<file path="src/rtl/mem_access_if.sv">
// Execute-to-memory request, data-memory bus and writeback record of mem_access_unit.
// slave is the unit's view; master is the view of everything around it.
interface mem_access_if #(
    parameter int ADDR_W = 32,
    parameter int DATA_W = 32
);
    logic              in_valid;
    logic              in_ready;
    logic              in_mem_read_ena;
    logic              in_mem_write_ena;
    logic              in_write_reg_need;
    logic [4:0]        in_write_reg_addr;
    logic [DATA_W-1:0] in_result;
    logic [DATA_W-1:0] in_write_data;
    logic [ADDR_W-1:0] in_addr;
    logic              dmem_req;
    logic              dmem_we;
    logic [ADDR_W-1:0] dmem_addr;
    logic [DATA_W-1:0] dmem_wdata;
    logic              dmem_ack;
    logic [DATA_W-1:0] dmem_rdata;
    logic              wb_valid;
    logic              wb_reg_need;
    logic [4:0]        wb_reg_addr;
    logic [DATA_W-1:0] wb_data;
    logic              stall_req;
    logic              exc_addr_err;
    logic              exc_bus_err;

    modport slave (
        input  in_valid, in_mem_read_ena, in_mem_write_ena, in_write_reg_need,
               in_write_reg_addr, in_result, in_write_data, in_addr, dmem_ack, dmem_rdata,
        output in_ready, dmem_req, dmem_we, dmem_addr, dmem_wdata, wb_valid, wb_reg_need,
               wb_reg_addr, wb_data, stall_req, exc_addr_err, exc_bus_err
    );

    modport master (
        output in_valid, in_mem_read_ena, in_mem_write_ena, in_write_reg_need,
               in_write_reg_addr, in_result, in_write_data, in_addr, dmem_ack, dmem_rdata,
        input  in_ready, dmem_req, dmem_we, dmem_addr, dmem_wdata, wb_valid, wb_reg_need,
               wb_reg_addr, wb_data, stall_req, exc_addr_err, exc_bus_err
    );
endinterface

</file>
<file path="src/rtl/mem_access_unit.sv">
// Memory stage: word loads/stores over a single-outstanding req/ack bus, registered writeback.
//
// state | meaning
// IDLE  | ready; ALU and misaligned requests complete here with a 1-cycle writeback
// BUS   | dmem_req held until ack or timeout; upstream stalled
// RESP  | writeback of the finished bus access is on the outputs; next request may be taken
// ERR   | bus-error writeback on the outputs; next request may be taken
module mem_access_unit #(
    parameter int ADDR_W  = 32,
    parameter int DATA_W  = 32,
    parameter int TIMEOUT = 16
) (
    input  logic         clk,
    input  logic         rst_n,
    mem_access_if.slave  bus
);
    localparam int CNT_W = (TIMEOUT > 2) ? $clog2(TIMEOUT) : 1;
    localparam logic [CNT_W-1:0] CNT_MAX = CNT_W'(TIMEOUT - 1);

    typedef enum logic [1:0] {S_IDLE, S_BUS, S_RESP, S_ERR} state_t;

    state_t            state, next_state;
    logic [CNT_W-1:0]  cnt;
    logic              req_need;
    logic [4:0]        req_reg_addr;
    logic [DATA_W-1:0] req_result;
    logic              ready_c, accept, is_mem, misaligned, ack_hit, timeout_hit;

    always_ff @(posedge clk or negedge rst_n) begin
        if (!rst_n) state <= S_IDLE;
        else        state <= next_state;
    end

    // RESP/ERR always return to IDLE, so they can take a new request like IDLE does.
    always_comb begin
        next_state  = state;
        ready_c     = (state != S_BUS);
        accept      = bus.in_valid && ready_c;
        is_mem      = bus.in_mem_read_ena || bus.in_mem_write_ena;
        misaligned  = is_mem && (bus.in_addr[1:0] != 2'b00);
        ack_hit     = (state == S_BUS) && bus.dmem_ack;
        timeout_hit = (state == S_BUS) && !bus.dmem_ack && (cnt == CNT_MAX);
        case (state)
            S_BUS: begin
                if (ack_hit)          next_state = S_RESP;
                else if (timeout_hit) next_state = S_ERR;
            end
            default: next_state = (accept && is_mem && !misaligned) ? S_BUS : S_IDLE;
        endcase
    end

    assign bus.in_ready  = ready_c;
    assign bus.stall_req = !ready_c;

    always_ff @(posedge clk or negedge rst_n) begin
        if (!rst_n) begin
            cnt              <= '0;
            req_need         <= 1'b0;
            req_reg_addr     <= '0;
            req_result       <= '0;
            bus.dmem_req     <= 1'b0;
            bus.dmem_we      <= 1'b0;
            bus.dmem_addr    <= '0;
            bus.dmem_wdata   <= '0;
            bus.wb_valid     <= 1'b0;
            bus.wb_reg_need  <= 1'b0;
            bus.wb_reg_addr  <= '0;
            bus.wb_data      <= '0;
            bus.exc_addr_err <= 1'b0;
            bus.exc_bus_err  <= 1'b0;
        end else begin
            bus.wb_valid     <= 1'b0;
            bus.exc_addr_err <= 1'b0;
            bus.exc_bus_err  <= 1'b0;
            bus.dmem_req     <= (next_state == S_BUS);
            if (state == S_BUS && !bus.dmem_ack && cnt != CNT_MAX) cnt <= cnt + CNT_W'(1);
            if (accept) begin
                if (is_mem && !misaligned) begin
                    // write wins when both enables are set
                    req_need       <= bus.in_write_reg_need;
                    req_reg_addr   <= bus.in_write_reg_addr;
                    req_result     <= bus.in_result;
                    bus.dmem_we    <= bus.in_mem_write_ena;
                    bus.dmem_addr  <= {bus.in_addr[ADDR_W-1:2], 2'b00};
                    bus.dmem_wdata <= bus.in_write_data;
                    cnt            <= '0;
                end else begin
                    bus.wb_valid     <= 1'b1;
                    bus.wb_reg_need  <= bus.in_write_reg_need && !misaligned;
                    bus.wb_reg_addr  <= bus.in_write_reg_addr;
                    bus.wb_data      <= bus.in_result;
                    bus.exc_addr_err <= misaligned;
                end
            end
            if (ack_hit) begin
                bus.wb_valid    <= 1'b1;
                bus.wb_reg_need <= req_need && !bus.dmem_we;
                bus.wb_reg_addr <= req_reg_addr;
                bus.wb_data     <= bus.dmem_we ? req_result : bus.dmem_rdata;
            end
            if (timeout_hit) begin
                bus.wb_valid    <= 1'b1;
                bus.wb_reg_need <= 1'b0;
                bus.wb_reg_addr <= req_reg_addr;
                bus.wb_data     <= req_result;
                bus.exc_bus_err <= 1'b1;
            end
        end
    end
endmodule

</file>
<file path="src/flat_wrapper.sv">
// flat-port wrapper written by rule: the top's interface ports become plain ports
module mem_access_unit_flat 
#(
    parameter int ADDR_W  = 32,
    parameter int DATA_W  = 32,
    parameter int TIMEOUT = 16
)
  (clk, rst_n, bus_in_valid, bus_in_mem_read_ena, bus_in_mem_write_ena, bus_in_write_reg_need, bus_in_write_reg_addr, bus_in_result, bus_in_write_data, bus_in_addr, bus_dmem_ack, bus_dmem_rdata, bus_in_ready, bus_dmem_req, bus_dmem_we, bus_dmem_addr, bus_dmem_wdata, bus_wb_valid, bus_wb_reg_need, bus_wb_reg_addr, bus_wb_data, bus_stall_req, bus_exc_addr_err, bus_exc_bus_err);
  mem_access_if #(.ADDR_W(ADDR_W), .DATA_W(DATA_W)) bus_i ();
  input  logic clk;
  input  logic rst_n;
  input wire logic [$bits(bus_i.in_valid)-1:0] bus_in_valid;
  input wire logic [$bits(bus_i.in_mem_read_ena)-1:0] bus_in_mem_read_ena;
  input wire logic [$bits(bus_i.in_mem_write_ena)-1:0] bus_in_mem_write_ena;
  input wire logic [$bits(bus_i.in_write_reg_need)-1:0] bus_in_write_reg_need;
  input wire logic [$bits(bus_i.in_write_reg_addr)-1:0] bus_in_write_reg_addr;
  input wire logic [$bits(bus_i.in_result)-1:0] bus_in_result;
  input wire logic [$bits(bus_i.in_write_data)-1:0] bus_in_write_data;
  input wire logic [$bits(bus_i.in_addr)-1:0] bus_in_addr;
  input wire logic [$bits(bus_i.dmem_ack)-1:0] bus_dmem_ack;
  input wire logic [$bits(bus_i.dmem_rdata)-1:0] bus_dmem_rdata;
  output wire logic [$bits(bus_i.in_ready)-1:0] bus_in_ready;
  output wire logic [$bits(bus_i.dmem_req)-1:0] bus_dmem_req;
  output wire logic [$bits(bus_i.dmem_we)-1:0] bus_dmem_we;
  output wire logic [$bits(bus_i.dmem_addr)-1:0] bus_dmem_addr;
  output wire logic [$bits(bus_i.dmem_wdata)-1:0] bus_dmem_wdata;
  output wire logic [$bits(bus_i.wb_valid)-1:0] bus_wb_valid;
  output wire logic [$bits(bus_i.wb_reg_need)-1:0] bus_wb_reg_need;
  output wire logic [$bits(bus_i.wb_reg_addr)-1:0] bus_wb_reg_addr;
  output wire logic [$bits(bus_i.wb_data)-1:0] bus_wb_data;
  output wire logic [$bits(bus_i.stall_req)-1:0] bus_stall_req;
  output wire logic [$bits(bus_i.exc_addr_err)-1:0] bus_exc_addr_err;
  output wire logic [$bits(bus_i.exc_bus_err)-1:0] bus_exc_bus_err;
  assign bus_i.in_valid = bus_in_valid;
  assign bus_i.in_mem_read_ena = bus_in_mem_read_ena;
  assign bus_i.in_mem_write_ena = bus_in_mem_write_ena;
  assign bus_i.in_write_reg_need = bus_in_write_reg_need;
  assign bus_i.in_write_reg_addr = bus_in_write_reg_addr;
  assign bus_i.in_result = bus_in_result;
  assign bus_i.in_write_data = bus_in_write_data;
  assign bus_i.in_addr = bus_in_addr;
  assign bus_i.dmem_ack = bus_dmem_ack;
  assign bus_i.dmem_rdata = bus_dmem_rdata;
  assign bus_in_ready = bus_i.in_ready;
  assign bus_dmem_req = bus_i.dmem_req;
  assign bus_dmem_we = bus_i.dmem_we;
  assign bus_dmem_addr = bus_i.dmem_addr;
  assign bus_dmem_wdata = bus_i.dmem_wdata;
  assign bus_wb_valid = bus_i.wb_valid;
  assign bus_wb_reg_need = bus_i.wb_reg_need;
  assign bus_wb_reg_addr = bus_i.wb_reg_addr;
  assign bus_wb_data = bus_i.wb_data;
  assign bus_stall_req = bus_i.stall_req;
  assign bus_exc_addr_err = bus_i.exc_addr_err;
  assign bus_exc_bus_err = bus_i.exc_bus_err;
  mem_access_unit #(.ADDR_W(ADDR_W), .DATA_W(DATA_W), .TIMEOUT(TIMEOUT)) u_core (.clk(clk), .rst_n(rst_n), .bus(bus_i));
endmodule
</file>
<file path="config.mk">
export PLATFORM = sky130hd
export DESIGN_NAME = mem_access_unit_flat
export DESIGN_NICKNAME = d
export VERILOG_FILES = /design/src/rtl/mem_access_if.sv /design/src/rtl/mem_access_unit.sv /design/src/flat_wrapper.sv
export SDC_FILE = /design/constraint.sdc
export NUM_CORES = 1
export LEC_CHECK = 0
export ABC_AREA = 1
export BUFFER_PORTS_ARGS = -buffer_cell sky130_fd_sc_hd__buf_2
export CAP_MARGIN = 20
export CORE_ASPECT_RATIO = 0.75
export CORE_MARGIN = 3
export CORE_UTILIZATION = 42
export CTS_CLUSTER_SIZE = 28
export DETAILED_ROUTE_END_ITERATION = 8
export PLACE_DENSITY_LB_ADDON = 0.08
export SLEW_MARGIN = 20
export SYNTH_ARGS = -nofsm -noshare
export SYNTH_HDL_FRONTEND = slang
export SYNTH_SLANG_ARGS = --single-unit
</file>
<file path="constraint.sdc">
create_clock -name clk -period 3.5 [get_ports clk]
set_input_delay 0.525 -clock clk [delete_from_list [all_inputs] [get_ports clk]]
set_output_delay 0.525 -clock clk [all_outputs]
set_load 0.005 [all_outputs]
</file>
Word level (Yosys, flattened, before mapping)
Cells that the tools add are included.
{"block": "totals", "register_bits": 149, "inputBits": 140}
{"block": "classes", "n_addsub": 1, "n_eq_ne": 6, "mux": 27, "reduce_logical": 20}
{"cell": "32-bit 2-to-1 mux", "n": 5}
{"cell": "5-bit 2-to-1 mux", "n": 4}
{"cell": "1-bit 2-to-1 mux", "n": 12}
{"cell": "4-bit 2-to-1 mux", "n": 3}
{"cell": "1-bit logical AND", "n": 11}
{"cell": "2-bit 2-to-1 mux", "n": 3}
{"cell": "4-bit by 1-bit adder with 4-bit output (second input constant)", "n": 1}
{"cell": "2-bit by 1-bit == test with 1-bit output (second input constant)", "n": 2}
{"cell": "4-bit == test (second input constant)", "n": 1}
{"cell": "1-bit zero test", "n": 4}
{"cell": "4-bit inequality test (second input constant)", "n": 1}
{"cell": "2-bit AND reduction", "n": 2}
{"cell": "3-bit by 1-bit inequality test with 1-bit output (second input constant)", "n": 1}
{"cell": "3-bit nonzero test", "n": 1}
{"cell": "2-bit by 1-bit inequality test with 1-bit output (second input constant)", "n": 1}
{"cell": "2-bit nonzero test", "n": 1}
{"cell": "1-bit logical OR", "n": 1}

Logic depth before layout (Yosys ltp)
Gate-level depths: netlist of run 1.
{"block": "depth", "word_depth": 8, "depth_mapped": 11, "ltp_nobuf": 9}

Worst setup path before layout of run 1
No wires, ideal clock.
{"block": "synth_path", "path_kind": "input-to-reg", "from": "input bus_in_mem_write_ena", "to": "register u_core.req_result[10]", "arrival_time_ns": 1.414, "required_ns": 3.376, "setup_slack_ns": 1.963, "cell_stages": 8, "path_buffers": 2, "cell_sequence": "inv_1 > nand2_1 > nand2_1 > clkinv_1 > nand2_2 > buf_2 > buf_2 > a21oi_1"}
{"block": "synth_via", "elab_chain_cells": 5}
{"item": "start: declaration", "line": "flat_wrapper.sv:14", "source": "input wire logic [$bits(bus_i.in_mem_write_ena)-1:0] bus_in_mem_write_ena;"}
{"item": "1-bit logical OR (*)", "line": "mem_access_unit.sv:39", "source": "is_mem = bus.in_mem_read_ena || bus.in_mem_write_ena;"}
{"item": "1-bit logical AND", "line": "mem_access_unit.sv:40", "source": "misaligned = is_mem && (bus.in_addr[1:0] != 2'b00);"}
{"item": "1-bit zero test", "line": "mem_access_unit.sv:78", "source": "if (is_mem && !misaligned) begin"}
{"item": "1-bit logical AND (*)", "line": "mem_access_unit.sv:78"}
{"item": "2-bit AND reduction (no line) (*)"}
{"item": "end signal: assignment", "line": "mem_access_unit.sv:82", "source": "req_result <= bus.in_result;"}
{"item": "end: declaration", "line": "mem_access_unit.sv:26", "source": "logic [DATA_W-1:0] req_result;"}
Every way passes the cells marked *; elsewhere a longest branch is shown, timed or not.
A chain may end at the register's enable or synchronous reset.

Worst setup path after layout of run 1
{"block": "layout_path", "from": "register u_core.state[1]", "to": "register u_core.bus.wb_data[28] (netlist bit)"}
{"block": "layout_via", "elab_chain_cells": 5, "elab_cells_between_ends": 11, "classes_between": "3 x eq/ne; 2 x mux; 6 x reduce/logical"}
{"item": "start: declaration", "line": "mem_access_unit.sv:22", "source": "state_t state, next_state;"}
{"item": "start signal: assignment", "line": "mem_access_unit.sv:31", "source": "else state <= next_state;"}
{"item": "2-bit by 1-bit == test with 1-bit output", "line": "mem_access_unit.sv:41, mem_access_unit.sv:42"}
{"item": "1-bit logical AND (2 in a row)", "line": "mem_access_unit.sv:42", "source": "timeout_hit = (state == S_BUS) && !bus.dmem_ack && (cnt == CNT_MAX);"}
{"item": "3-bit by 1-bit inequality test with 1-bit output (no line) or 3-bit nonzero test (tied branches)"}
{"item": "2-bit AND reduction (no line)"}
{"item": "end signal: assignment", "line": "mem_access_unit.sv:91", "source": "bus.wb_data <= bus.in_result;"}
{"item": "end signal: assignment", "line": "mem_access_unit.sv:99", "source": "bus.wb_data <= bus.dmem_we ? req_result : bus.dmem_rdata;"}
{"item": "end signal: assignment", "line": "mem_access_unit.sv:105", "source": "bus.wb_data <= req_result;"}
{"item": "end: declaration", "line": "mem_access_if.sv:34", "source": "wb_reg_addr, wb_data, stall_req, exc_addr_err, exc_bus_err"}
Parallel ways exist; a longest one is shown, timed or not.

==> results of run 1 <==
critical path: stages, from the launching register on:
cell     delay (ns)
dfrtp_1        0.44
inv_2          0.37
nand2_1        0.12
nor2_1         0.11
nand2_1        0.33
nand2_1        0.80
nand2_1        0.11
nand3_1        0.13
nand2_1        0.06
cell usage after synthesis, types with 2 or more instances:
| cell | n |
|---|---|
| nand3_1 | 123 |
| buf_4 | 3 |
| nor2_8 | 2 |
| o21ai_0 | 15 |
| clkbuf_1 | 20 |
| buf_1 | 3 |
| nor2_1 | 41 |
| nand4_1 | 21 |
| inv_1 | 67 |
| buf_6 | 3 |
| dfrtp_1 | 149 |
| nand2_2 | 2 |
| nand2_1 | 363 |
| inv_2 | 3 |
| buf_2 | 29 |
| a21oi_1 | 35 |
power groups by stage:
stage	combinational [mW]	sequential (mW)	clock (mW)
2_1_floorplan	0.510	2.28	0
3_3_place_gp	1.02	2.27	0
3_5_place_dp	1.04	2.27	0
4_1_cts	1.04	2.25	1.96
5_1_grt	1.16	2.29	2.04
6_report	1.02	2.25	1.92
through the flow:
step                      power [mW]  cells  setup WS (ns)
final                           5.18   1330          0.886
after floorplan                 2.79    889           1.96
after CTS                       5.24   1327          0.888
after global routing            5.49   1328          0.599
after detailed placement        3.30   1295          0.853
after global placement          3.29   1295          0.931
kinds of logic after synthesis:
family | synth area share
flip-flops | 0.540
XOR/XNOR | 0.00127
AO/OA/AOI/OAI | 0.0380
AND/OR/NAND/NOR | 0.338
buffers and inverters | 0.0802
adder cells (fa/ha/maj) | 0.00181
other | 0.000543
routing by layer:
layer,share of wire,track usage
met3,0.068,0.0606
met4,0.011,0.0682
met2,0.46,0.324
met5,0,0
met1,0.47,0.303
cell type report:
type / count / area [um^2] / area share
diodes: 3 / 7.51 / 0.000847
clock buffers: 24 / 502 / 0.0566
clock inverters: 8 / 120 / 0.0135
inverters: 71 / 267 / 0.0301
well taps: 205 / 256 / 0.0289
flip-flops and latches: 149 / 3730 / 0.421
repair buffers: 259 / 1350 / 0.152
multi-input cells: 611 / 2640 / 0.297
worst paths after layout:
path / from / end / slack, ns / cells past startpoint
min in group clk: bus_in_addr[6] / u_core.bus.dmem_addr[6]$_DFFE_PN0P_ / 0.34 / 3
worst max-delay path: u_core.state[1]$_DFF_PN0_ / u_core.bus.wb_data[28]$_DFFE_PN0P_ / 0.89 / 8
max in group asynchronous: rst_n / u_core.req_result[1]$_DFFE_PN0P_ / 2.39 / 2
worst min register to register: u_core.bus.dmem_addr[20]$_DFFE_PN0P_ / u_core.bus.dmem_addr[20]$_DFFE_PN0P_ / 0.47 / 2
worst min-delay path: rst_n / u_core.bus.wb_data[4]$_DFFE_PN0P_ / 0.15 / 1
worst max register to register: u_core.state[1]$_DFF_PN0_ / u_core.bus.wb_data[28]$_DFFE_PN0P_ / 0.89 / 8
state kept, by name (all words and copies together) (netlist names):
signal / count
u_core.bus.wb_reg_addr: 5
u_core.bus.wb_data: 32
u_core.bus.dmem_req: 1
u_core.bus.exc_addr_err: 1
u_core.bus.dmem_we: 1
u_core.bus.exc_bus_err: 1
u_core.bus.wb_reg_need: 1
u_core.cnt: 4
u_core.req_result: 32
u_core.bus.wb_valid: 1
u_core.bus.dmem_wdata: 32
u_core.state: 2
u_core.req_reg_addr: 5
u_core.req_need: 1
u_core.bus.dmem_addr: 30
==> metrics.cfg, run 1 <==
[sta]
setup-tns-final_ns=0
skew_ns=0.00976
fin_crit_ns=2.61
rsz0062_at_grt=no
final-hold-violation-count=0
timing.final.crit_share=0.747
max_slew_margin=0.411
report.final.slew_viol_count=0
fmax_ghz=0.383
worstMarginPinSlew_ns=0.882
hold_ws_ns=0.148
setup_viol=0

[pwr]
p_sw_mw=1.46
internal-power_mw=3.71
pwr-share-seq=0.434
vdd_drop_max_v=0.000327
pwr-share-comb=0.196
power_density_nw_per_um2=584
power.share.clock=0.370
leakage_nw=5.17
swShare=0.283

[logic_synthesis]
synth_area_leader_cell=dfrtp_1
syn-cell-area_um2=6910
synth_ff_type=dfrtp_1
syn_inst=888
yosysSeqAreaShare=0.540
synth_area_per_cell_um2=7.78
synth-edff-count=0
async_flop_share=1.00
synthDistinctLibCells=25
synth.area.top_cells=dfrtp_1 54%, nand2_1 20%, nand3_1 8.9%, inv_1 3.6%, a21oi_1 2.5%
synth_warnings=0
synth.top_cell.area_share=0.540
ys_seq_elements=149

[job]
cap_viol_max_count=0

[layout]
layout_common_cells=363 x nand2_1, 245 x buf_2, 149 x dfrtp_1
n_fill_cell=1515
area_growth_syn_to_layout_pct=28.3
fin_util=0.566
post-route-cell-area_um2=8860
drive_gt1_frac=0.267
final_common_cell=nand2_1
fin_nets=1250

[grt]
grt_usage=0.215
overflow=0
grt_pass1_vias=5991
grt_pass1_wl_mm=30.9
grt_max_degree=88
antenna_found_initial=1

[worst_setup_path]
required_ns=3.80
crit_arrival_ns=2.91
crit_path_end_kind=register
crit_path_start_kind=register
crit_fanout=24
worstSetupPathType=register to register

[floorplan]
die_x_um=154
die_y_um=117
die_area_um2=18000
start_util=0.441
core_um2=15700
rows=39
io_pins=249

[clock_network]
htreeDepth=4
cts_hold_buf=0
cts_tree=yes
cts_root_buffer=clkbuf_16
clockBufferDepth=2
post_cts_resized=0
cts_buffers=17
clock_sinks=149
clk_pin_slew_ns=0.06
post_cts_buffers=0
clk_latency_ns=0.42

[place]
gp_congestion=0.794
io_buffer_count=246
dp.final_hpwl_mm=13.5
placedInstanceArea_um2=8240

[status]
status=finished clean

[hold_path]
hp-class=input port to asynchronous set/reset pin

[routing]
routed_wl_mm=19.7
initialDrtViolationCount=387
drt-vias-per-instance=4.79
postRouteAntennaNets=0
dr.pass1.iters=4
drc=0
wl_per_cell_um=14.8
dr_total_vias=6367

Power figures use the tool's default switching activity.
==> run 2: changes to the inputs <==
==> constraint.sdc (replaced) <==
create_clock -name clk -period 2.5 [get_ports clk]
set_input_delay 0.375 -clock clk [delete_from_list [all_inputs] [get_ports clk]]
set_output_delay 0.375 -clock clk [all_outputs]
set_load 0.005 [all_outputs]
==> run 2 against run 1 <==
  * Largest cell class unchanged
  * Die area unchanged
  * Hold slack improved by 0.034 ns
  * Non-clock buffer count increased by 7
  * Final area increased by 0.90%
  * Largest power group unchanged
  * Sequential cell count unchanged
==> metrics.cfg, run 2 (synthesis gave the netlist of run 1 again) <==
[status]
status=finished clean

[pwr]
power_density_nw_per_um2=812  ; +39%
vdd_drop_max_v=0.000434  ; +33%
leakage_nw=5.22  ; +0.89%

[clock_network]
post_cts_resized=0  ; unchanged
cts_hold_buf=1  ; +1
htreeDepth=4  ; unchanged
clock_sinks=149  ; unchanged
clk_pin_slew_ns=0.06  ; about the same
post_cts_buffers=0  ; unchanged
cts_buffers=17  ; unchanged
cts_root_buffer=clkbuf_16
clockBufferDepth=2  ; unchanged
clk_latency_ns=0.42  ; about the same
cts_tree=yes

[sta]
setup-tns-final_ns=0  ; unchanged
final-hold-violation-count=0  ; unchanged
fin_crit_ns=1.97  ; -0.642 ns
setup_viol=0  ; unchanged
worstMarginPinSlew_ns=0.932  ; +0.0497 ns
skew_ns=0.00781  ; -0.00195 ns
fmax_ghz=0.507  ; +33%
report.final.slew_viol_count=0  ; unchanged
max_slew_margin=0.378  ; -0.0324
timing.final.crit_share=0.789  ; +0.0419
rsz0062_at_grt=no

[place]
dp.final_hpwl_mm=13.4  ; -0.82%
gp_congestion=0.788  ; -0.83%
placedInstanceArea_um2=8320  ; +1.0%
placedCellCount=1301  ; +0.46%
io_buffer_count=246  ; unchanged

[worst_setup_path]
worst_path_max_delay_cell=dfrtp_1
crit_path_start_kind=register
path_buf_inv=3  ; +2
path_delay_family=buffers and inverters
crit_fanout=52  ; +120%
crit_path_end_kind=register
worstSetupPathType=register to register
worst_path_largest_cell_delay_ns=0.54  ; -0.26 ns
cp_cell_sequence=inv_2 > nor2_8 > nor2_8 > buf_4 > nand3_1 > nand2_1 > inv_1 > nand2_1
cp-startpoint=u_core.state[0]$_DFF_PN0_
crit_arrival_ns=2.33  ; -0.58 ns
r2r-start=u_core.state[0]$_DFF_PN0_
required_ns=2.86  ; -0.94 ns

[routing]
routed_wl_mm=19.4  ; -1.7%
postRouteAntennaNets=0  ; unchanged
dr.pass1.iters=5  ; +1
initialDrtViolationCount=355  ; -8.3%
wl_per_cell_um=14.5  ; -2.1%
drc=0  ; unchanged
drt-vias-per-instance=4.71  ; -1.6%
dr_total_vias=6286  ; -1.3%

[grt]
overflow=0  ; unchanged
grt_usage=0.216  ; +0.00155
grt_pass1_wl_mm=31.1  ; +0.67%
grt_max_degree=68  ; -23%
grt_pass1_vias=6012  ; +0.35%
antenna_found_initial=1  ; unchanged

[layout]
layout_common_cells=363 x nand2_1, 245 x buf_2, 149 x dfrtp_1
area_growth_syn_to_layout_pct=29.5
drive_gt1_frac=0.271  ; +0.00390
largestRegisters=u_core.bus.dmem_wdata: 32 flops, u_core.bus.wb_data: 32 flops, u_core.req_result: 32 flops
fin_nets=1257  ; +0.56%
post-route-cell-area_um2=8940  ; +0.90%
fin_cells=1335  ; +0.38%
final_common_cell=nand2_1

[floorplan]
die_area_um2=18000  ; unchanged
die_x_um=154  ; unchanged
rows=39  ; unchanged
die_y_um=117  ; unchanged
io_pins=249  ; unchanged
start_util=0.441  ; unchanged
core_um2=15700  ; unchanged

[hold_path]
hp-class=input port to register
hp-start=bus_in_addr[9]

[job]
cap_viol_max_count=0  ; unchanged

run 2: final cells by class:
cell class | instances | area, um^2
Antenna cell | 2 | 5.00
Clock buffer | 18 | 429
Clock inverter | 13 | 183
Fill cell | 1496 | 6720
Inverter | 71 | 267
Multi-Input combinational cell | 611 | 2640
Sequential cell | 149 | 3730
Tap cell | 205 | 256
Timing Repair Buffer | 266 | 1440
run 2: worst register-to-register path: cells and delay by family, from the launching register on:
kind,cells,cell delay (ns)
buffers and inverters,3,0.72
flip-flops,1,0.54
AND/OR/NAND/NOR,5,0.65
run 2: power breakdown:
group	switching, mW	internal (mW)	total, mW
logic	0.819	0.618	1.44
registers	0.247	2.90	3.15
clock network	1.01	1.66	2.68
total	2.08	5.18	7.26
run 2: final timing paths:
| check | endpoint | depth (start not counted) | slack [ns] |
|---|---|---|---|
| worst max-delay path | u_core.bus.wb_reg_addr[2]$_DFFE_PN0P_ | 8 | 0.53 |
| worst min-delay path | u_core.bus.dmem_addr[9]$_DFFE_PN0P_ | 3 | 0.18 |
| worst max register to register | u_core.bus.wb_reg_addr[2]$_DFFE_PN0P_ | 8 | 0.53 |
| worst min register to register | u_core.bus.dmem_addr[3]$_DFFE_PN0P_ | 2 | 0.47 |
| max in group asynchronous | u_core.bus.dmem_wdata[14]$_DFFE_PN0P_ | 3 | 1.27 |
| min in group asynchronous | u_core.bus.wb_data[4]$_DFFE_PN0P_ | 2 | 0.50 |
run 2: per-layer routing:
metal  track usage  routed length [um]  vias up
met1         0.302                8870     2796
met5             0                   0        -
met3        0.0643                1510       30
met4        0.0747                 355        0
met2         0.325                8630      223
li1              -                   -     3237
run 2: metrics by stage:
step | worst slack, ns | hold slack [ns] | power, mW | util
2_1_floorplan | 1.01 | 0.0794 | 3.90 | -
3_3_place_gp | 0.535 | 0.385 | 4.62 | 0.531
3_5_place_dp | 0.462 | 0.382 | 4.64 | 0.531
4_1_cts | 0.494 | 0.164 | 7.34 | 0.571
5_1_grt | 0.213 | 0.172 | 7.71 | 0.571
6_report | 0.528 | 0.182 | 7.26 | 0.571
==> run 3: changes to the inputs <==
--- a/config.mk
+++ b/config.mk
@@ -5,7 +5,7 @@
 export SDC_FILE = /design/constraint.sdc
 export NUM_CORES = 1
 export LEC_CHECK = 0
-export ABC_AREA = 1
+export ABC_AREA = 0
 export BUFFER_PORTS_ARGS = -buffer_cell sky130_fd_sc_hd__buf_2
 export CAP_MARGIN = 20
 export CORE_ASPECT_RATIO = 0.75
==> constraint.sdc (replaced) <==
create_clock -name clk -period 1.7 [get_ports clk]
set_input_delay 0.255 -clock clk [delete_from_list [all_inputs] [get_ports clk]]
set_output_delay 0.255 -clock clk [all_outputs]
set_load 0.005 [all_outputs]
==> run 3 against run 2 <==
  * The flow now finishes with violations (negative setup slack)
  * Sequential cell count unchanged
  * Worst setup slack lost 0.76 ns
  * Non-clock buffer count increased by 47
  * Register-to-register slack worse by 0.76 ns
  * Clock power increased by 46%
  * Area after synthesis down 4.4%
  * Largest power group unchanged
==> metrics.cfg, run 3 <==
[sta]
fmax_ghz=0.517  ; +2.0%
fin_ws_ns=-0.233  ; -0.761 ns
fin_crit_ns=1.93  ; -0.0387 ns
setup_viol=123  ; +123
setup-tns-final_ns=-13.91  ; -13.91 ns
rsz0062_at_grt=yes
final-hold-violation-count=0  ; unchanged
skew_ns=0.00927  ; +0.00146 ns
timing.final.crit_share=1.14  ; +0.348
report.final.slew_viol_count=0  ; unchanged

[hold_path]
hold_end=u_core.bus.dmem_addr[12]$_DFFE_PN0P_
min_path_cells=2  ; -1
hp-class=input port to register
hp-start=bus_in_addr[12]

[floorplan]
io_pins=249  ; unchanged
die_area_um2=17300  ; -4.2%
die_y_um=115  ; -2.1%
core_um2=15300  ; -2.2%
rows=39  ; unchanged
die_x_um=151  ; -2.1%
start_util=0.431  ; -0.0100

[clock_network]
clk_latency_ns=0.41  ; about the same
clock_sinks=149  ; unchanged
clockBufferDepth=2  ; unchanged
cts_root_buffer=clkbuf_16
cts_buffers=17  ; unchanged
htreeDepth=4  ; unchanged
clk_pin_slew_ns=0.07  ; about the same
cts_tree=yes

[layout]
drive_gt1_frac=0.699  ; +0.428
largestRegisters=u_core.bus.dmem_wdata: 32 flops, u_core.bus.wb_data: 32 flops, u_core.req_result: 32 flops
layout_common_cells=244 x buf_2, 162 x mux2_4, 149 x dfrtp_1
fin_nets=879  ; -30%
fin_cells=957  ; -28%
n_fill_cell=1127  ; -25%
final_common_cell=buf_2
area_growth_syn_to_layout_pct=52.7

[routing]
routed_wl_mm=17.9  ; -7.7%
drt-vias-per-instance=4.93  ; +4.8%
drc=0  ; unchanged
initialDrtViolationCount=87  ; -75%
postRouteAntennaNets=0  ; unchanged
dr.pass1.iters=4  ; -1
wl_per_cell_um=18.7  ; +29%
dr_total_vias=4721  ; -25%

[grt]
grt_usage=0.204  ; -0.0120
antenna_found_initial=5  ; +4
grt_max_degree=59  ; -13%
overflow=0  ; unchanged
grt_pass1_vias=5079  ; -16%
grt_pass1_wl_mm=27.1  ; -13%

[logic_synthesis]
synth_commonest_cells=149 x dfrtp_1, 106 x mux2_2, 59 x mux2_1
synth_ff_type=dfrtp_1
synthDistinctLibCells=40  ; +60%
yosysSeqAreaShare=0.565  ; +0.0249
syn_inst=428  ; -52%
ys_seq_elements=149  ; unchanged
synth_area_leader_cell=dfrtp_1
synth_warnings=0  ; unchanged
synth-edff-count=0  ; unchanged
synth.top_cell.area_share=0.565  ; +0.0249
syn-cell-area_um2=6600  ; -4.4%
synth.area.top_cells=dfrtp_1 56%, mux2_2 18%, mux2_1 10%, mux2_4 6.4%, buf_6 1.0%
synth_area_per_cell_um2=15.4  ; +98%
yosysMostFrequentCell=dfrtp_1
async_flop_share=1.00  ; unchanged

[place]
dp.final_hpwl_mm=11.7  ; -13%
io_buffer_count=246  ; unchanged
placedCellCount=897  ; -31%
gp_congestion=0.741  ; -5.9%

[worst_setup_path]
rr_endpoint=u_core.bus.wb_data[13]$_DFFE_PN0P_
crit_fanout=7  ; -87%
crit_path_start_kind=register
crit_path_end_kind=register
crit_arrival_ns=2.22  ; -0.11 ns
required_ns=1.99  ; -0.87 ns
cp-startpoint=u_core.cnt[0]$_DFF_PN0_
r2r-start=u_core.cnt[0]$_DFF_PN0_
worstSetupPathType=register to register
reg2reg_depth=7  ; -1
r2r_slack_ns=-0.23  ; -0.76 ns

[pwr]
leakage_nw=5.15  ; -1.2%
power_density_nw_per_um2=1170  ; +44%
vdd_drop_max_v=0.000727  ; +67%
p_total_mw=11.8  ; +62%

[job]
cap_viol_max_count=0  ; unchanged

[status]
violations=negative setup slack
status=complete, but fails checks

[run 3: cell types whose count changed after synthesis, moves of 6 or more]
| cell | delta |
|---|---|
| nand4_1 | -21 |
| buf_2 | -17 |
| o21ai_0 | -14 |
| nor2_1 | -31 |
| nand2_1 | -360 |
| mux2_1 | +59 |
| mux2_2 | +106 |
| inv_1 | -62 |
| clkbuf_1 | -19 |
| a21oi_1 | -31 |
| mux2_4 | +28 |
| nand3_1 | -118 |
| mux2i_1 | +6 |
[run 3: worst max path at each step]
stage	to
2_1_floorplan	u_core.bus.wb_data[16]$_DFFE_PN0P_
3_3_place_gp	u_core.bus.wb_data[13]$_DFFE_PN0P_
3_5_place_dp	u_core.bus.wb_data[13]$_DFFE_PN0P_
4_1_cts	u_core.bus.wb_data[13]$_DFFE_PN0P_
5_1_grt	u_core.bus.wb_data[13]$_DFFE_PN0P_
6_report	u_core.bus.wb_data[13]$_DFFE_PN0P_
[run 3: per-layer routing]
metal  routed length (um)  global-route usage  share of wire
met1                 7530               0.257           0.42
met2                 8560               0.326           0.48
met5                   61                   0         0.0034
met4                  189              0.0550          0.011
met3                 1540              0.0859          0.086
[run 3: area by class of cell]
cell class | instances | area, um^2 | share of cell area
well taps | 205 | 256 | 0.0254
multi-input cells | 251 | 3250 | 0.322
clock inverters | 11 | 149 | 0.0148
inverters | 6 | 22.5 | 0.00223
flip-flops and latches | 149 | 3730 | 0.370
repair buffers | 313 | 2210 | 0.219
clock buffers | 21 | 470 | 0.0466
diodes | 1 | 2.50 | 0.000248
[run 3: critical path, cell delays in order (launching register included)]
cell and delay, ns:
dfrtp_1 0.38, ha_2 0.19, and3_4 0.15, a22oi_2 0.21, buf_6 0.18, buf_12 0.14
mux2_4 0.30, mux2_4 0.26
[run 3: stage by stage]
| stage | cell area [um^2] | setup slack (ns) | util | hold WS, ns |
|---|---|---|---|---|
| 6_report | 10100 | -0.233 | 0.658 | 0.0704 |
| 5_1_grt | 10100 | -0.329 | 0.658 | 0.0462 |
| 4_1_cts | 9830 | -0.233 | 0.642 | 0.0510 |
| 3_5_place_dp | 8530 | -0.323 | 0.557 | 0.0831 |
| 3_3_place_gp | 8530 | -0.286 | 0.557 | 0.0802 |
| 2_1_floorplan | 6760 | -0.266 | - | -0.0406 |
[run 3: kinds of logic (layout without fill, tap and decap cells)]
family                   count (synthesis)  after routing  synth area share
other                                    1              3          0.000568
XOR/XNOR                                 3              3           0.00398
AND/OR/NAND/NOR                         30             30            0.0273
flip-flops                             149            149             0.565
buffers and inverters                   29            351            0.0279
multiplexers                           199            199             0.354
adder cells (fa/ha/maj)                  1              1           0.00189
AO/OA/AOI/OAI                           16             16            0.0197
[run 3: what timing repair did]
action,4_1_cts,5_1_grt
hold buffers,1,0
buffers inserted,14,9
cloned,10,1
gates resized for setup,73,75
pin swaps,4,3
hold endpoints to repair,149,0
endpoints found under the setup margin,81,140
[run 3: power breakdown]
group          total (mW)  internal, mW  switching (mW)
sequential           4.87          4.39           0.483
combinational        2.98          1.97            1.00
clock                3.92          2.43            1.49
